`src/rtl/router_port_drain.sv`:
```
// ---------------------------------------------------------------------------
// router_port_drain
//   Downstream consumer for one router output port. It pulls bytes out of the
//   port FIFO, parses each packet (header, payload, parity), forwards the
//   payload on a valid/ready stream through a 2-entry skid buffer, and
//   flushes a packet whose downstream has stalled. The flush keeps the
//   router's own soft-reset timeout from firing.
//
//   Header byte : [7:2] payload length (0 is treated as 1), [1:0] address.
//   Parity byte : XOR of the header and every payload byte.
//
// Ports
//   clock       : single clock, rising edge
//   reset       : asynchronous, active-high
//   valid_out   : port FIFO not empty
//   data_out    : FIFO byte, valid the cycle after read_enb was high
//   read_enb    : FIFO read strobe
//   m_data      : payload byte (skid head)
//   m_valid     : m_data valid
//   m_ready     : downstream accepts
//   m_sop       : first payload byte of a packet, qualified by m_valid
//   m_last      : last payload byte of a packet, qualified by m_valid
//   pkt_len     : length of the current packet, loaded when the header returns
//   pkt_done    : one-cycle pulse when a packet completes or is dropped
//   pkt_err     : parity mismatch, valid with pkt_done
//   pkt_drop    : packet was dropped, valid with pkt_done
//   dbg_state_o : current FSM state (IDLE=0 HDR=1 PAY=2 PAR=3 DROP=4)
//
// Stream handshake: a byte moves on every rising edge where m_valid and
// m_ready are both high. m_valid never depends on m_ready, and the head
// entry (m_data/m_sop/m_last) holds steady until it is accepted or the
// packet is dropped.
// ---------------------------------------------------------------------------
module router_port_drain #(
   parameter int STALL_LIMIT = 20
) (
   input  logic       clock,
   input  logic       reset,
   input  logic       valid_out,
   input  logic [7:0] data_out,
   output logic       read_enb,
   output logic [7:0] m_data,
   output logic       m_valid,
   input  logic       m_ready,
   output logic       m_sop,
   output logic       m_last,
   output logic [5:0] pkt_len,
   output logic       pkt_done,
   output logic       pkt_err,
   output logic       pkt_drop,
   output logic [2:0] dbg_state_o
);

   typedef enum logic [2:0] {
      S_IDLE = 3'd0,
      S_HDR  = 3'd1,
      S_PAY  = 3'd2,
      S_PAR  = 3'd3,
      S_DROP = 3'd4
   } state_t;

   localparam logic [4:0] STALL_MAX = 5'(STALL_LIMIT - 1);

   state_t     state_q, state_d;
   logic       inflight_q;
   logic [6:0] rd_left_q, rd_left_d;
   logic [6:0] pay_cnt_q, pay_cnt_d;
   logic [5:0] len_q, len_d;
   logic [7:0] par_q, par_d;
   logic [4:0] stall_q, stall_d;
   logic       done_q, done_d;
   logic       err_q, err_d;
   logic       drop_q, drop_d;

   // Skid entries are {sop, last, data}.
   logic [9:0] skid_mem_q [2];
   logic [1:0] skid_cnt_q;
   logic       skid_rd_q, skid_wr_q;
   logic       push, pop, skid_flush;
   logic [9:0] push_word;

   logic       rd_req;
   logic       reads_left;
   logic [1:0] occ;
   logic       stall_en, stall_cyc, stall_hit;
   logic [5:0] hdr_len;

   assign reads_left = (rd_left_q != 7'd0);
   // Skid entries plus the byte still on its way back from the FIFO.
   assign occ        = skid_cnt_q + {1'b0, inflight_q};
   assign hdr_len    = (data_out[7:2] == 6'd0) ? 6'd1 : data_out[7:2];

   // ------------------------------------------------------------------
   // FSM: state register
   // ------------------------------------------------------------------
   always_ff @(posedge clock or posedge reset) begin
      if (reset) state_q <= S_IDLE;
      else       state_q <= state_d;
   end

   // ------------------------------------------------------------------
   // FSM: output (read strobe)
   // ------------------------------------------------------------------
   always_comb begin
      rd_req = 1'b0;
      case (state_q)
         // One idle cycle after pkt_done before the next header read.
         S_IDLE:       rd_req = valid_out & ~done_q;
         S_PAY, S_PAR: rd_req = valid_out & reads_left & (occ < 2'd2);
         S_DROP:       rd_req = valid_out & reads_left;
         // HDR: header is outstanding, nothing else may be read yet.
         default:      rd_req = 1'b0;
      endcase
   end

   // Held low while reset is asserted so no FIFO byte is lost to reset.
   assign read_enb = rd_req & ~reset;

   assign stall_en  = (state_q == S_HDR) || (state_q == S_PAY) || (state_q == S_PAR);
   assign stall_cyc = stall_en & valid_out & ~rd_req;
   // The STALL_LIMIT-th consecutive stalled cycle moves to DROP.
   assign stall_hit = stall_cyc & (stall_q == STALL_MAX);

   // ------------------------------------------------------------------
   // FSM: next state
   // ------------------------------------------------------------------
   always_comb begin
      state_d = state_q;
      case (state_q)
         S_IDLE: if (rd_req) state_d = S_HDR;
         S_HDR:  if (inflight_q) state_d = S_PAY;
         S_PAY: begin
            if (stall_hit)                           state_d = S_DROP;
            else if (rd_req && rd_left_q == 7'd1)    state_d = S_PAR;
         end
         S_PAR: begin
            if (inflight_q)     state_d = S_IDLE;
            else if (stall_hit) state_d = S_DROP;
         end
         // rd_left_q==0 here means the final read's byte is returning now.
         S_DROP: if (!reads_left) state_d = S_IDLE;
         default: state_d = S_IDLE;
      endcase
   end

   // ------------------------------------------------------------------
   // Packet datapath
   // ------------------------------------------------------------------
   always_comb begin
      rd_left_d = rd_left_q;
      pay_cnt_d = pay_cnt_q;
      len_d     = len_q;
      par_d     = par_q;
      done_d    = 1'b0;
      err_d     = 1'b0;
      drop_d    = 1'b0;
      push      = 1'b0;
      push_word = 10'd0;
      stall_d   = stall_cyc ? stall_q + 5'd1 : 5'd0;

      if (rd_req && (state_q != S_IDLE)) rd_left_d = rd_left_q - 7'd1;

      case (state_q)
         S_HDR: begin
            if (inflight_q) begin
               len_d     = hdr_len;
               rd_left_d = {1'b0, hdr_len} + 7'd1;
               pay_cnt_d = 7'd0;
               par_d     = data_out;
            end
         end
         S_PAY: begin
            if (inflight_q) begin
               pay_cnt_d = pay_cnt_q + 7'd1;
               par_d     = par_q ^ data_out;
               push      = 1'b1;
               push_word = {(pay_cnt_q == 7'd0), (pay_cnt_d == {1'b0, len_q}), data_out};
            end
         end
         S_PAR: begin
            if (inflight_q) begin
               done_d = 1'b1;
               err_d  = ((par_q ^ data_out) != 8'd0);
            end
         end
         S_DROP: begin
            if (!reads_left) begin
               done_d = 1'b1;
               drop_d = 1'b1;
            end
         end
         default: ;
      endcase
   end

   always_ff @(posedge clock or posedge reset) begin
      if (reset) begin
         inflight_q <= 1'b0;
         rd_left_q  <= 7'd0;
         pay_cnt_q  <= 7'd0;
         len_q      <= 6'd0;
         par_q      <= 8'd0;
         stall_q    <= 5'd0;
         done_q     <= 1'b0;
         err_q      <= 1'b0;
         drop_q     <= 1'b0;
      end else begin
         inflight_q <= read_enb;
         rd_left_q  <= rd_left_d;
         pay_cnt_q  <= pay_cnt_d;
         len_q      <= len_d;
         par_q      <= par_d;
         stall_q    <= stall_d;
         done_q     <= done_d;
         err_q      <= err_d;
         drop_q     <= drop_d;
      end
   end

   // ------------------------------------------------------------------
   // 2-entry skid buffer
   // ------------------------------------------------------------------
   assign pop        = m_valid & m_ready;
   // Drop discards whatever payload is still buffered, starting next cycle.
   assign skid_flush = (state_d == S_DROP) && (state_q != S_DROP);

   always_ff @(posedge clock or posedge reset) begin
      if (reset) begin
         skid_mem_q[0] <= 10'd0;
         skid_mem_q[1] <= 10'd0;
         skid_cnt_q    <= 2'd0;
         skid_rd_q     <= 1'b0;
         skid_wr_q     <= 1'b0;
      end else if (skid_flush) begin
         skid_cnt_q <= 2'd0;
         skid_rd_q  <= 1'b0;
         skid_wr_q  <= 1'b0;
      end else begin
         if (push) begin
            skid_mem_q[skid_wr_q] <= push_word;
            skid_wr_q             <= ~skid_wr_q;
         end
         if (pop) skid_rd_q <= ~skid_rd_q;
         skid_cnt_q <= skid_cnt_q + {1'b0, push} - {1'b0, pop};
      end
   end

   assign m_valid     = (skid_cnt_q != 2'd0);
   assign m_data      = skid_mem_q[skid_rd_q][7:0];
   assign m_sop       = m_valid & skid_mem_q[skid_rd_q][9];
   assign m_last      = m_valid & skid_mem_q[skid_rd_q][8];

   assign pkt_len     = len_q;
   assign pkt_done    = done_q;
   assign pkt_err     = err_q;
   assign pkt_drop    = drop_q;
   assign dbg_state_o = state_q;

endmodule

```
`config.mk`:
```
export PLATFORM = sky130hd
export DESIGN_NAME = router_port_drain
export DESIGN_NICKNAME = d
export VERILOG_FILES = /design/src/rtl/router_port_drain.sv
export SDC_FILE = /design/constraint.sdc
export NUM_CORES = 1
export LEC_CHECK = 0
export BUFFER_PORTS_ARGS = -buffer_cell sky130_fd_sc_hd__clkbuf_2
export CORE_ASPECT_RATIO = 0.6
export CORE_UTILIZATION = 30
export DETAILED_ROUTE_END_ITERATION = 10
export SLEW_MARGIN = 20
export SYNTH_ARGS = -nofsm -noshare
export SYNTH_HDL_FRONTEND = slang
export SYNTH_SLANG_ARGS = --single-unit
```
`constraint.sdc`:
```
create_clock -name clock -period 3.2 [get_ports clock]
set_clock_uncertainty 0.15 [all_clocks]
set_input_delay 0.64 -clock clock [delete_from_list [all_inputs] [get_ports clock]]
set_output_delay 0.64 -clock clock [all_outputs]
set_load 0.02 [all_outputs]
```
==> impl_metrics.json <==
{
  "r2r-start": "dbg_state_o[0]",
  "vias_per_cell": 5.12,
  "yosys.area.top_type_share_pct": 44.5,
  "nNetsFinal": 420,
  "ir_drop_v": 0.000343,
  "total_power_mw": 3.75,
  "clock.fmax_ghz": 0.352,
  "syn_inst": 372,
  "max_slew_violation_count": 0,
  "floorplan.die.width_um": 143,
  "max-slew-margin-rel_pct": 50.9,
  "drt_pass1_iterations": 5,
  "synth_seq_cells": 64,
  "r2r_cell_count": 4,
  "cts_buffers": 9,
  "avgRoutedWirePerCell_um": 15.9,
  "antenna_violating_nets_post_route": 0,
  "crit_family": "compound AO/OA/AOI/OAI gates",
  "clkSinkCount": 64,
  "criticalPathCategory": "reg -> out",
  "tritoncts_clock_tree": "yes",
  "worst_ep_arrival_time_ns": 2.05,
  "clk_path_buf_depth": 2,
  "cp_data_required_time_ns": 2.41,
  "power-per-cell-area_mw_per_mm2": 882,
  "die_area_mm2": 0.0125,
  "reg2reg_setup_slack_ns": 0.53,
  "final_critical_path_setup_slack_ns": 0.357,
  "cts.repair_timing.setup_buffer_count": 0,
  "synth_enable_flop_cells": 0,
  "power.static_leakage_nw": 1.97,
  "ctsRootBufferMaster": "clkbuf_16",
  "floorplan.initialDensity_pct": 31.4,
  "worstSetupEndpoint": "read_enb",
  "timing.critical_path.buf_inv": 1,
  "crit-reg2reg-capture": "skid_mem_q[9]",
  "placeable_area_mm2": 0.0115,
  "worst_tran_pin_value_ns": 0.735,
  "routed_wl_um": 8990,
  "clock_input_transition_at_the_sequential_cells_of_the_worst_setup_and_hold_paths_ns": 0.05,
  "holdCritPathClass": "in -> async",
  "post-place-ws_ns": 0.480,
  "min_period_over_period_pct": 88.9,
  "yosys_warns": 0,
  "critical_path_top_delay_cell": "dfrtp_1",
  "design.portCount": 36,
  "synth_sequential_area_ratio_pct": 44.5,
  "initialDrtViolationCount": 176,
  "drc": 0,
  "run_status": "finished clean",
  "postSynthNetCount": 391,
  "worstSetupStartpoint": "dbg_state_o[0]",
  "maximum_capacitance_violations": 0,
  "fraction_of_registers_with_async_set_or_reset_after_synthesis_pct": 100,
  "crit_path_end_kind": "output pin",
  "synth.avg_cell_area_um2": 9.68,
  "antenna_found_initial": 0,
  "area_growth_pct": 17.9,
  "cts-resized-gates": 0,
  "detailed_place_hpwl_um": 6390,
  "synthesis.area_mm2": 0.00360,
  "timing.final.crit_period_ns": 2.84,
  "synth.area.top_cells": "dfrtp_1 44%, mux2_2 5.6%, nor2_1 4.3%",
  "gp_congestion": 0.881,
  "port_buffers": 35,
  "synth_top_cells_by_count": "64 x dfrtp_1, 41 x nor2_1, 38 x nand2_1",
  "synth_top_area_cell": "dfrtp_1",
  "synth-main-ff-cell": "dfrtp_1",
  "post_route_cells_drive_above_1_share_pct": 22.2,
  "clk_latency_ns": 0.33,
  "setup_repair_after_global_routing_missed_its_margin": "false",
  "cts_max_level": 3,
  "worstSetupStartpointType": "flop",
  "floorplan.die.height_um": 86.9,
  "cts.hold.buffers_added": 0,
  "crit_path_cell_trace": "a2111oi_1 -> a31o_2 -> a22oi_1 -> nor2_1 -> clkbuf_2",
  "hold_viol": 0,
  "vias": 2897,
  "cp.depth": 5,
  "first_global_vias": 2736,
  "maximum_number_of_pins_on_one_net_before_global_route_repair": 34,
  "placement_rows": 30,
  "post-route-util_pct": 37.0,
  "setup_viol": 0,
  "crit_path_max_fanout": 19,
  "critical-path-max-stage-delay_ns": 0.61,
  "grt.total_usage_pct": 15.7,
  "grt_overflow_total": 0,
  "synthMostInstantiatedCell": "dfrtp_1",
  "n_antenna_cell": 0,
  "grt_first_pass_wirelength_um": 14700,
  "final.setup.tns_ns": 0,
  "synth_cell_type_count": 56
}
## cell families (layout without fill, tap and decap cells)
| kind of cell | count (synthesis) | count (layout) | synth area share (%) |
|---|---|---|---|
| AND/OR/NAND/NOR | 127 | 127 | 16.9 |
| adder cells (fa/ha/maj) | 7 | 7 | 2.43 |
| XOR/XNOR | 30 | 30 | 7.29 |
| flip-flops | 64 | 64 | 44.5 |
| AO/OA/AOI/OAI | 75 | 75 | 14.1 |
| multiplexers | 30 | 30 | 10.1 |
| buffers and inverters | 39 | 73 | 4.72 |
## layout make-up
type	instances	area (um^2)
sequential	64	1600
multi-input combinational	269	1830
clock inverter	5	81.3
inverter	14	52.6
clock buffer	11	233
timing repair buffer	43	248
tap	160	200
fill	1162	7240
## worst min-delay path by stage
stage               cells past startpoint  startpoint  slack, ns         end
finish                                  2       reset       0.27    pkt_drop
global route                            1  stall_q[0]       0.34  stall_q[0]
CTS                                     2       reset       0.31    pkt_drop
detailed placement                      1  stall_q[0]       0.31  stall_q[0]
global placement                        1  stall_q[0]       0.30  stall_q[0]
floorplan                               1  stall_q[0]       0.28  stall_q[0]
## registers in the layout, summed over array words and instances, names as in the netlist, 2 cells and up
| name | count |
|---|---|
| rd_left_q | 7 |
| par_q | 8 |
| pkt_len | 6 |
| skid_mem_q | 20 |
| pay_cnt_q | 7 |
| stall_q | 5 |
| skid_cnt_q | 2 |
| dbg_state_o | 3 |
## per-layer routing
layer  vias up  global-route usage [%]  share of wire (%)
li1       1369                       -                  -
met1      1416                    24.0                 53
met2       102                    20.2                 39
met3        10                    5.17                7.2
met4         0                    4.64               0.87
met5         -                       0                  0
## metrics by stage
step                      hold slack, ns  instance area [um^2]  instances
final                              0.272                  4250        566
after CTS                          0.311                  4250        566
after detailed placement           0.314                  3930        550
after global routing               0.339                  4250        566
after global placement             0.295                  3930        550
after floorplan                    0.283                  3600        372
## worst reg2reg max path, cell delays in order, from the launching register on
cell and delay [ns]:
dfrtp_1 0.75, nor2_2 0.13, or4_4 0.56, o311a_1 0.59, mux2_4 0.38
## cell usage in the layout (no fill, tap or decap), drive strengths merged, types with 7 or more instances in the layout
| cell type | n |
|---|---|
| a21oi | 18 |
| buf | 8 |
| clkbuf | 46 |
| dfrtp | 64 |
| ha | 7 |
| inv | 14 |
| mux2 | 26 |
| nand2 | 38 |
| nor2 | 42 |
| nor3 | 8 |
| o21ai | 13 |
| xnor2 | 13 |
| xor2 | 17 |
## power breakdown
part / total (mW) / switching, mW / internal, mW
Combinational: 1.34 / 0.740 / 0.603
Clock: 1.05 / 0.366 / 0.682
Sequential: 1.36 / 0.302 / 1.05
Note: power is estimated with default switching activity, not from simulation.
